## src/rtl/dmem_arbiter.sv

```systemverilog
// Data memory arbiter: core has priority, external master gets idle cycles
// plus a forced grant after StarveLimit denials. Stats: DMEM_ARB_STATS_EN.
module dmem_arbiter #(
   parameter int AddrWidth   = 12,
   parameter int DataWidth   = 32,
   parameter int StarveLimit = 4
) (
   input  logic                 clk,
   input  logic                 reset,
   input  logic                 core_req,
   input  logic                 core_we,
   input  logic [1:0]           core_width,
   input  logic [AddrWidth-1:0] core_addr,
   input  logic [DataWidth-1:0] core_wdata,
   output logic                 core_stall,
   input  logic                 ext_req,
   input  logic                 ext_we,
   input  logic [1:0]           ext_width,
   input  logic [AddrWidth-1:0] ext_addr,
   input  logic [DataWidth-1:0] ext_wdata,
   output logic                 ext_gnt,
   output logic                 ext_rvalid,
   output logic [DataWidth-1:0] ext_rdata,
   output logic                 mem_we,
   output logic [1:0]           mem_width,
   output logic [AddrWidth-1:0] mem_addr,
   output logic [DataWidth-1:0] mem_wdata,
   input  logic [DataWidth-1:0] mem_rdata
`ifdef DMEM_ARB_STATS_EN
   ,
   output logic [15:0]          stat_ext_grants,
   output logic [15:0]          stat_forced
`endif
);

   typedef enum logic {NORMAL, FORCE} state_t;

   localparam logic [3:0] Limit = 4'(StarveLimit);

   state_t     state_q, state_d;
   logic [3:0] starve_q, starve_d;
   logic       use_ext;

   always_comb begin
      state_d    = NORMAL;
      starve_d   = '0;
      use_ext    = 1'b0;
      core_stall = 1'b0;
      ext_gnt    = 1'b0;
      mem_we     = 1'b0;
      unique case (state_q)
         NORMAL: begin
            if (core_req) begin
               mem_we = core_we;
            end else if (ext_req) begin
               use_ext = 1'b1;
               ext_gnt = 1'b1;
            end
            if (ext_req && !ext_gnt) begin
               starve_d = (starve_q >= Limit) ? Limit : starve_q + 4'd1;
            end
            if (starve_d == Limit) state_d = FORCE;
         end
         FORCE: begin
            core_stall = 1'b1;
            if (ext_req) begin
               use_ext = 1'b1;
               ext_gnt = 1'b1;
            end
         end
      endcase
      if (use_ext) mem_we = ext_we;
      // Reset must silence the memory port and core stall immediately.
      if (!reset) begin
         core_stall = 1'b0;
         ext_gnt    = 1'b0;
         mem_we     = 1'b0;
      end
   end

   assign mem_width = use_ext ? ext_width : core_width;
   assign mem_addr  = use_ext ? ext_addr  : core_addr;
   assign mem_wdata = use_ext ? ext_wdata : core_wdata;

   always_ff @(posedge clk or negedge reset) begin
      if (!reset) begin
         state_q    <= NORMAL;
         starve_q   <= '0;
         ext_rvalid <= 1'b0;
         ext_rdata  <= '0;
      end else begin
         state_q    <= state_d;
         starve_q   <= starve_d;
         ext_rvalid <= ext_gnt && !ext_we;
         if (ext_gnt && !ext_we) ext_rdata <= mem_rdata;
      end
   end

`ifdef DMEM_ARB_STATS_EN
   always_ff @(posedge clk or negedge reset) begin
      if (!reset) begin
         stat_ext_grants <= '0;
         stat_forced     <= '0;
      end else begin
         if (ext_gnt)          stat_ext_grants <= stat_ext_grants + 16'd1;
         if (state_q == FORCE) stat_forced     <= stat_forced + 16'd1;
      end
   end
`endif

endmodule

```

## config.mk

```make
export PLATFORM = sky130hd
export DESIGN_NAME = dmem_arbiter
export DESIGN_NICKNAME = d
export VERILOG_FILES = /design/src/rtl/dmem_arbiter.sv
export SDC_FILE = /design/constraint.sdc
export NUM_CORES = 1
export LEC_CHECK = 0
export CAP_MARGIN = 0
export CORE_ASPECT_RATIO = 0.8
export CORE_MARGIN = 10
export CORE_UTILIZATION = 33
export CTS_CLUSTER_DIAMETER = 60
export DETAILED_ROUTE_END_ITERATION = 8
export GPL_ROUTABILITY_DRIVEN = 0
export PLACE_DENSITY_LB_ADDON = 0.25
export SLEW_MARGIN = 10
export SYNTH_ARGS = -nofsm -noshare
export SYNTH_HDL_FRONTEND = slang
export SYNTH_SLANG_ARGS = --single-unit
```

## constraint.sdc

```tcl
create_clock -name clk -period 4.5 [get_ports clk]
set_clock_uncertainty 0.1 [all_clocks]
set_input_delay 1.35 -clock clk [delete_from_list [all_inputs] [get_ports clk]]
set_output_delay 1.35 -clock clk [all_outputs]
set_load 0.02 [all_outputs]
```

* Word-level counts from Yosys, hierarchy flattened
Index checks and enable logic that the tools add are counted.
** Word-level totals
- Flip-flop bits (word level) :: 38
- Latch bits :: 0
- RAM bits :: 0
- Bits in read-only memories :: 0
- Bits of input ports :: 130
- Output and inout bits :: 82
- Memories kept :: 0
** Cells by class
- Add/subtract/negate cells :: 1
- Multiply operators :: 0
- Div/mod/pow operators :: 0
- $lt $le $gt $ge :: 1
- Equal/unequal tests :: 1
- Shifts and indexed selects :: 0
- Muxes and demuxes :: 21
- Bitwise logic cells :: 1
- Reduce and logical (&&, ||, !) cells :: 4
** Operator list (count)
- 2-to-1 mux 32 bit :: 1
- 2-to-1 mux 4 bit :: 4
- 2-to-1 mux 1 bit :: 12
- 2-to-1 mux 12 bit :: 1
- adder 4 x 1 -> 4 bit, second input constant :: 1
- == test 4 x 3 -> 1 bit, second input constant :: 1
- >= comparator 4 x 3 -> 1 bit, second input constant :: 1
- case mux 1 bit (2 select lines) :: 2
- logical AND 1 bit :: 2
- logical NOT 1 bit :: 2
- 2-to-1 mux 2 bit :: 1
- NOT 1 bit :: 1

* Longest topological paths before layout
Gate-level depths: netlist of the first run.
- Word-level depth :: 10
- Mapped depth :: 5
- Gate-level depth less buffers :: 3

* Worst setup path before layout of the first run
No wires, ideal clock.
- Kind :: input port to output port
- From :: in core_req
- To :: out mem_wdata[10]
- Arrival :: 2123 ps
- Required time :: 3050 ps
- Slack :: 927 ps
- Stages on the path :: 5
- Buffers on the path :: 2
- Cells stage by stage :: nand2b_4 -> nand2_2 -> buf_6 -> buf_6 -> mux2_4
** On the way
- Cells in the longest elaborated chain, start to end :: 3
** Ends and longest elaborated chain
- from (decl) :: line 10 : input logic core_req,
- 2-to-1 mux 1 bit :: line 53 : if (core_req) begin
- case mux 1 bit (2 select lines) :: line 51 : unique case (state_q)
- 2-to-1 mux 32 bit :: line 83 : assign mem_wdata = use_ext ? ext_wdata : core_wdata;
- to (decl) :: line 27 : output logic [DataWidth-1:0] mem_wdata,
No other way between the ends.

* Worst setup path in the final report of the first run
- From :: in core_req
- To :: out mem_addr[5]
** On the way
- Cells in the longest elaborated chain, start to end :: 3
** Ends and longest elaborated chain
- 2-to-1 mux 1 bit :: line 53
- case mux 1 bit (2 select lines) :: line 51
- 2-to-1 mux 12 bit :: line 82 : assign mem_addr = use_ext ? ext_addr : core_addr;
- to (decl) :: line 26 : output logic [AddrWidth-1:0] mem_addr,
No other way between the ends.

==> run_results.csv, run 1 <==
group,metric,value,unit
outcome,outcome,"completed",
cts,htreeDepth,2,
worst_setup_path,worstPathMaxFanout,14,
place,detailed_place_hpwl,8.42,mm
synthesis,ys_seq_elements,38,
worst_setup_path,cp-start-kind,"input pin",
die,start_util,34.7,%
cts,clockBufferDepth,2,
sta,slew_headroom,47.6,%
drt,routed_via_density,4.41,
synthesis,async_flop_share,100,%
global_route,grt_overflow_total,0,
worst_setup_path,cp.required,3.05,ns
global_route,grt_first_pass_wirelength,14.2,mm
drt,postRouteAntennaNets,0,
die,dieArea,10600,um^2
run,maxCapViolations,0,
drt,routedWlPerCell,21.7,um
worst_setup_path,slowest_stage,"clkdlybuf4s50_1",
final_layout,areaGrowthSynthToFinish,99.5,%
drt,drt_iter0_drc,92,
final_layout,drive_gt1_share,26.7,%
drt,drc_errors,0,
final_layout,layout.nets,493,
final_layout,nFillCells,499,
die,ios,212,
drt,first_pass_iters,3,
hold_path,hp-class,"reg2reg",
synthesis,synth_ff_type,"dfrtp_1",
power_and_ir_drop,ir_drop,0.211,mV
sta,max_freq,226,MHz
synthesis,synth_area_leaders,"dfrtp_1 (42%), mux2_4 (38%), mux2_2 (9.9%), buf_6 (3.5%), nand4b_4 (1.0%)",
cts,clk_pin_slew_worst_paths,0.07,ns
synthesis,synth-edff-count,0,
final_layout,design_area,4530,um^2
worst_setup_path,critPathBufInv,3,
synthesis,netlist_instances,145,
synthesis,synth_top_cell_area_share,41.9,%
sta,rsz0062_at_grt,"false",
sta,hold_viol,0,
global_route,grt_max_degree,34,
sta,holdWs,0.370,ns
place,placedCellCount,439,
global_route,first_global_vias,2327,
worst_setup_path,arrival,2.98,ns
sta,final.setup.tns,0,ns
drt,routed_wl,9.72,mm
sta,tightest_slew,0.784,ns
final_layout,diodes,0,
power_and_ir_drop,power.total,1330,uW
synthesis,yosysMostFrequentCell,"mux2_4",
worst_setup_path,crit_type,"in2out",
place,place_area,4490,um^2
synthesis,ys_top_cells_by_count,"mux2_4 (58), dfrtp_1 (38), mux2_2 (20), buf_6 (7), nor2_1 (3)",
synthesis,seq_area_frac_synth,41.9,%
die,fp.dieH,94.2,um
cts,cts-buffers-inserted,5,
place,io_buffer_count,211,
global_route,track_usage,17.1,%
worst_setup_path,cp_slowest_stage_delay,0.52,ns
power_and_ir_drop,power_leakage,0.00217,uW
final_layout,fin_cells,447,
die,rows,26,
synthesis,syn-num-nets,276,
sta,drv_slew,0,
global_route,antenna_found_initial,0,
cts,cts_setup_buffers,0,
synthesis,synth_warnings,0,
die,fp.dieW,113,um
worst_setup_path,cp_cell_sequence,"clkdlybuf4s50_1 -> nand2b_4 -> nand2_2 -> buf_12 -> mux2_2 -> dlygate4sd2_1",
worst_setup_path,cp_top_family,"buffers and inverters",
drt,vias,1971,
synthesis,yosysTopAreaCell,"dfrtp_1",
cts,cts_tree,"built",
synthesis,syn-cell-area,2270,um^2
sta,setup_viol,0,
sta,final.min_clock_period,4.43,ns
cts,clock_sinks,38,
cts,insertion_delay,0.28,ns
worst_setup_path,crit_path_end_kind,"primary output",
synthesis,syn_area_per_cell,15.7,um^2
power_and_ir_drop,power_density,292,nW/um^2
synthesis,ys_types,21,
sta,finalCritPeriodShare,98.4,%
cts,ctsRootBufferMaster,"clkbuf_8",
die,core_area,6540,um^2
state kept, by name, summed over array words and instances (netlist names):
register,count
ext_rvalid,1
ext_rdata,32
starve_q,4
state_q,1
metrics by stage:
step                util, %  worst slack [ns]
floorplan                 -             0.927
global placement       68.7            -0.140
detailed placement     68.7            -0.150
CTS                    69.2            0.0275
global route           69.3            0.0235
finish                 69.3            0.0718
placed cells by master, fill, tap and decap left out:
| cell | n |
|---|---|
| nor4_1 | 1 |
| dlymetal6s2s_1 | 2 |
| buf_4 | 4 |
| buf_12 | 3 |
| conb_1 | 1 |
| nand3b_1 | 1 |
| dlygate4sd2_1 | 46 |
| nor3_1 | 1 |
| inv_1 | 2 |
| nand3_1 | 1 |
| clkdlybuf4s50_1 | 162 |
| mux2_2 | 20 |
| nand4b_4 | 1 |
| and2_1 | 1 |
| clkinv_2 | 1 |
| mux2_4 | 58 |
| dfrtp_1 | 38 |
| nand2b_4 | 1 |
| nand2_1 | 2 |
| buf_2 | 1 |
| a21oi_1 | 2 |
| and4_1 | 1 |
| nor2_1 | 3 |
| clkbuf_8 | 6 |
| nor2b_1 | 1 |
| nand2_2 | 1 |
| ha_1 | 1 |
| clkinvlp_4 | 1 |
worst register-to-register path, delay by kind of cell (launching register included):
family | cells | cell delay, ns
and+or+nand+nor | 2 | 0.74
muxes | 1 | 0.56
DFF | 1 | 0.37
buffers and inverters | 1 | 0.12
power breakdown:
part           internal [uW]  switching, uW
combinational            382            256
clock                    123            115
sequential               410           38.9
layout make-up:
cell class                      instances  area [um^2]  area share (%)
Inverter                                2         7.51           0.166
Multi-Input combinational cell         97         1230            27.1
Sequential cell                        38          951            21.0
Clock inverter                          2         12.5           0.276
Clock buffer                            6         82.6            1.82
Timing Repair Buffer                  218         2140            47.3
Tap cell                               84          105            2.32
per-layer routing:
| metal | share of wire (%) | up-vias | global-route usage (%) |
|---|---|---|---|
| li1 | - | 952 | - |
| met1 | 36 | 928 | 18.1 |
| met2 | 55 | 75 | 31.5 |
| met3 | 6.3 | 16 | 5.94 |
| met4 | 1.8 | 0 | 4.43 |
| met5 | 0 | - | 0 |
what timing repair did:
item	in CTS	in global routing
resized for setup	46	2
gates cloned	0	0
endpoints found under the setup margin	46	2
hold endpoints to repair	0	0
hold buffers	0	0
cell families after synthesis:
family | after synthesis | share of synthesized area [%]
multiplexers | 78 | 48.2
flip-flops | 38 | 41.9
AND/OR/NAND/NOR | 15 | 4.74
buffers and inverters | 10 | 4.02
AO/OA/AOI/OAI | 2 | 0.441
adder cells (fa/ha/maj) | 1 | 0.551
other | 1 | 0.165
final timing paths:
path	startpoint	endpoint	slack (ns)	cells past startpoint
max reg2reg	state_q	ext_rdata[2]	2.49	4
min reg2reg	starve_q[2]	starve_q[0]	0.37	1
min	starve_q[2]	starve_q[0]	0.37	1
min in group asynchronous	reset	ext_rdata[20]	0.83	1
max	core_req	mem_addr[5]	0.07	6
max in group asynchronous	reset	ext_rdata[2]	2.80	2
No activity file was read; power rests on OpenSTA's default activity.
==> inputs of run 2 (changes only) <==
--- a/config.mk
+++ b/config.mk
@@ -13,7 +13,6 @@
 export DETAILED_ROUTE_END_ITERATION = 8
 export GPL_ROUTABILITY_DRIVEN = 0
 export PLACE_DENSITY_LB_ADDON = 0.25
-export SLEW_MARGIN = 10
 export SYNTH_ARGS = -nofsm -noshare
 export SYNTH_HDL_FRONTEND = slang
 export SYNTH_SLANG_ARGS = --single-unit
==> constraint.sdc (replaced) <==
create_clock -name clk -period 4.5 [get_ports clk]
set_clock_uncertainty 0.1 [all_clocks]
set_input_delay 0.9 -clock clk [delete_from_list [all_inputs] [get_ports clk]]
set_output_delay 0.9 -clock clk [all_outputs]
set_load 0.02 [all_outputs]
==> run 2 against run 1 <==
Power increased by 2.0%. Sequential share of layout area increased by 0.070 points. Die area unchanged. Routed wire length increased by 1.5%. Clock power increased by 3%. Worst hold slack got worse by 0.0089 ns. Count of clock-buffer cells in the layout unchanged. Register-to-register slack improved by 0.09 ns. Critical path type unchanged.
==> run_results.csv, run 2 (synthesis gave the netlist of run 1 again) <==
group,metric,value,unit
sta,max_freq,254,MHz
cts,cts-buffers-inserted,5,
global_route,first_global_vias,2192,
worst_setup_path,cp_slowest_stage_delay,0.55,ns
cts,htreeDepth,2,
final_layout,regMostFlops,"ext_rdata",
cts,clk_pin_slew_worst_paths,0.07,ns
final_layout,drive_gt1_share,25.9,%
power_and_ir_drop,power_leakage,0.00204,uW
sta,drv_slew,0,
cts,cts_hold_buf,0,
drt,drt_iter0_drc,73,
die,fp.dieW,113,um
cts,insertion_delay,0.28,ns
hold_path,hp-class,"in2async",
worst_setup_path,worstPathMaxFanout,27,
worst_setup_path,cp-start-kind,"input pin",
die,dieArea,10600,um^2
die,start_util,34.7,%
drt,routed_via_density,4.38,
drt,drc_errors,0,
die,core_area,6540,um^2
final_layout,final_common_cell,"clkdlybuf4s50_1",
drt,routedWlPerCell,22.3,um
worst_setup_path,r2r-end,"ext_rdata[29]",
drt,routed_wl,9.87,mm
drt,postRouteAntennaNets,0,
worst_setup_path,arrival,2.93,ns
worst_setup_path,critPathBufInv,3,
cts,clockBufferDepth,2,
global_route,grt_max_degree,34,
sta,final.setup.tns,0,ns
worst_setup_path,cp.required,3.50,ns
sta,slew_headroom,46.9,%
worst_setup_path,crit_path_end_kind,"primary output",
global_route,antenna_found_initial,0,
global_route,grt_overflow_total,0,
die,rows,26,
final_layout,areaGrowthSynthToFinish,98.8,%
worst_setup_path,cp_top_family,"buffers and inverters",
outcome,outcome,"completed",
final_layout,largest_register_ffs,32,
global_route,track_usage,17.2,%
cts,cts_tree,"built",
sta,final.min_clock_period,3.93,ns
cts,ctsRootBufferMaster,"clkbuf_8",
global_route,grt_first_pass_wirelength,14.3,mm
final_layout,design_area,4520,um^2
worst_setup_path,cpMostUsedCell,"clkdlybuf4s50_1",
worst_setup_path,cp_cell_sequence,"clkdlybuf4s50_1 -> nand2b_4 -> nand2_2 -> buf_4 -> mux2_2 -> clkdlybuf4s50_1",
power_and_ir_drop,ir_drop,0.186,mV
cts,cts_setup_buffers,0,
worst_setup_path,slowest_stage,"clkdlybuf4s50_1",
sta,finalCritPeriodShare,87.4,%
place,detailed_place_hpwl,8.42,mm
final_layout,nFillCells,504,
die,ios,212,
drt,vias,1940,
final_layout,diodes,0,
sta,tightest_slew,0.795,ns
sta,setup_viol,0,
cts,cts.repair.resized,0,
worst_setup_path,crit_type,"in2out",
worst_setup_path,r2r_slack,2.58,ns
worst_setup_path,r2r_start,"state_q",
place,io_buffer_count,211,
place,place_area,4420,um^2
final_layout,top_regs,"ext_rdata (32), starve_q (4)",
final_layout,layout.nets,489,
drt,first_pass_iters,4,
final_layout,final_cell_mix,"clkdlybuf4s50_1 (210), mux2_4 (58), dfrtp_1 (38), mux2_2 (20), clkbuf_8 (6)",
cts,clock_sinks,38,
power_and_ir_drop,power_density,299,nW/um^2
worst_setup_path,reg2reg_depth,3,
die,fp.dieH,94.2,um
run,maxCapViolations,0,
sta,rsz0062_at_grt,"false",
sta,hold_viol,0,
[run 2: stage by stage]
step                      util, %  cells  setup WS [ns]  power [uW]  hold slack [ns]
after floorplan                 -    145           1.83         759            0.334
after global placement       67.6    435          0.592        1110            0.341
after detailed placement     67.6    435          0.563        1120            0.363
after CTS                    69.1    443          0.556        1370            0.354
after global routing         69.1    443          0.493        1420            0.359
final                        69.1    443          0.566        1350            0.361
[run 2: area by class of cell]
class	count	area (um^2)	area share [%]
tap	84	105	2.33
sequential	38	951	21.0
multi-input combinational	97	1230	27.2
inverter	2	7.51	0.166
clock inverter	2	12.5	0.277
timing repair buffer	214	2130	47.1
clock buffer	6	82.6	1.83
[run 2: metal layers]
layer / global-route usage (%) / part of all wire, %
met5: 0 / 0
met1: 18.2 / 37
met3: 6.00 / 6.2
met4: 2.74 / 0.66
met2: 32.7 / 56
[run 2: worst register-to-register path, stage by stage, from the launching register on]
cell      delay (ns)
dfrtp_1         0.37
nand2b_4        0.16
nand4b_4        0.62
mux2_4          0.56
[run 2: worst max path at each step]
stage / from / end / cells past startpoint
floorplan: core_req / mem_wdata[10] / 5
global placement: core_req / mem_wdata[31] / 6
detailed placement: core_req / mem_wdata[31] / 6
CTS: core_req / mem_wdata[31] / 6
global route: core_req / mem_width[0] / 6
finish: core_req / mem_width[0] / 6
[run 2: power breakdown]
part	leakage (uW)	internal (uW)	switching, uW
sequential	0.000463	410	40.9
combinational	0.00153	400	256
clock	0.0000472	123	120
total	0.00204	933	418
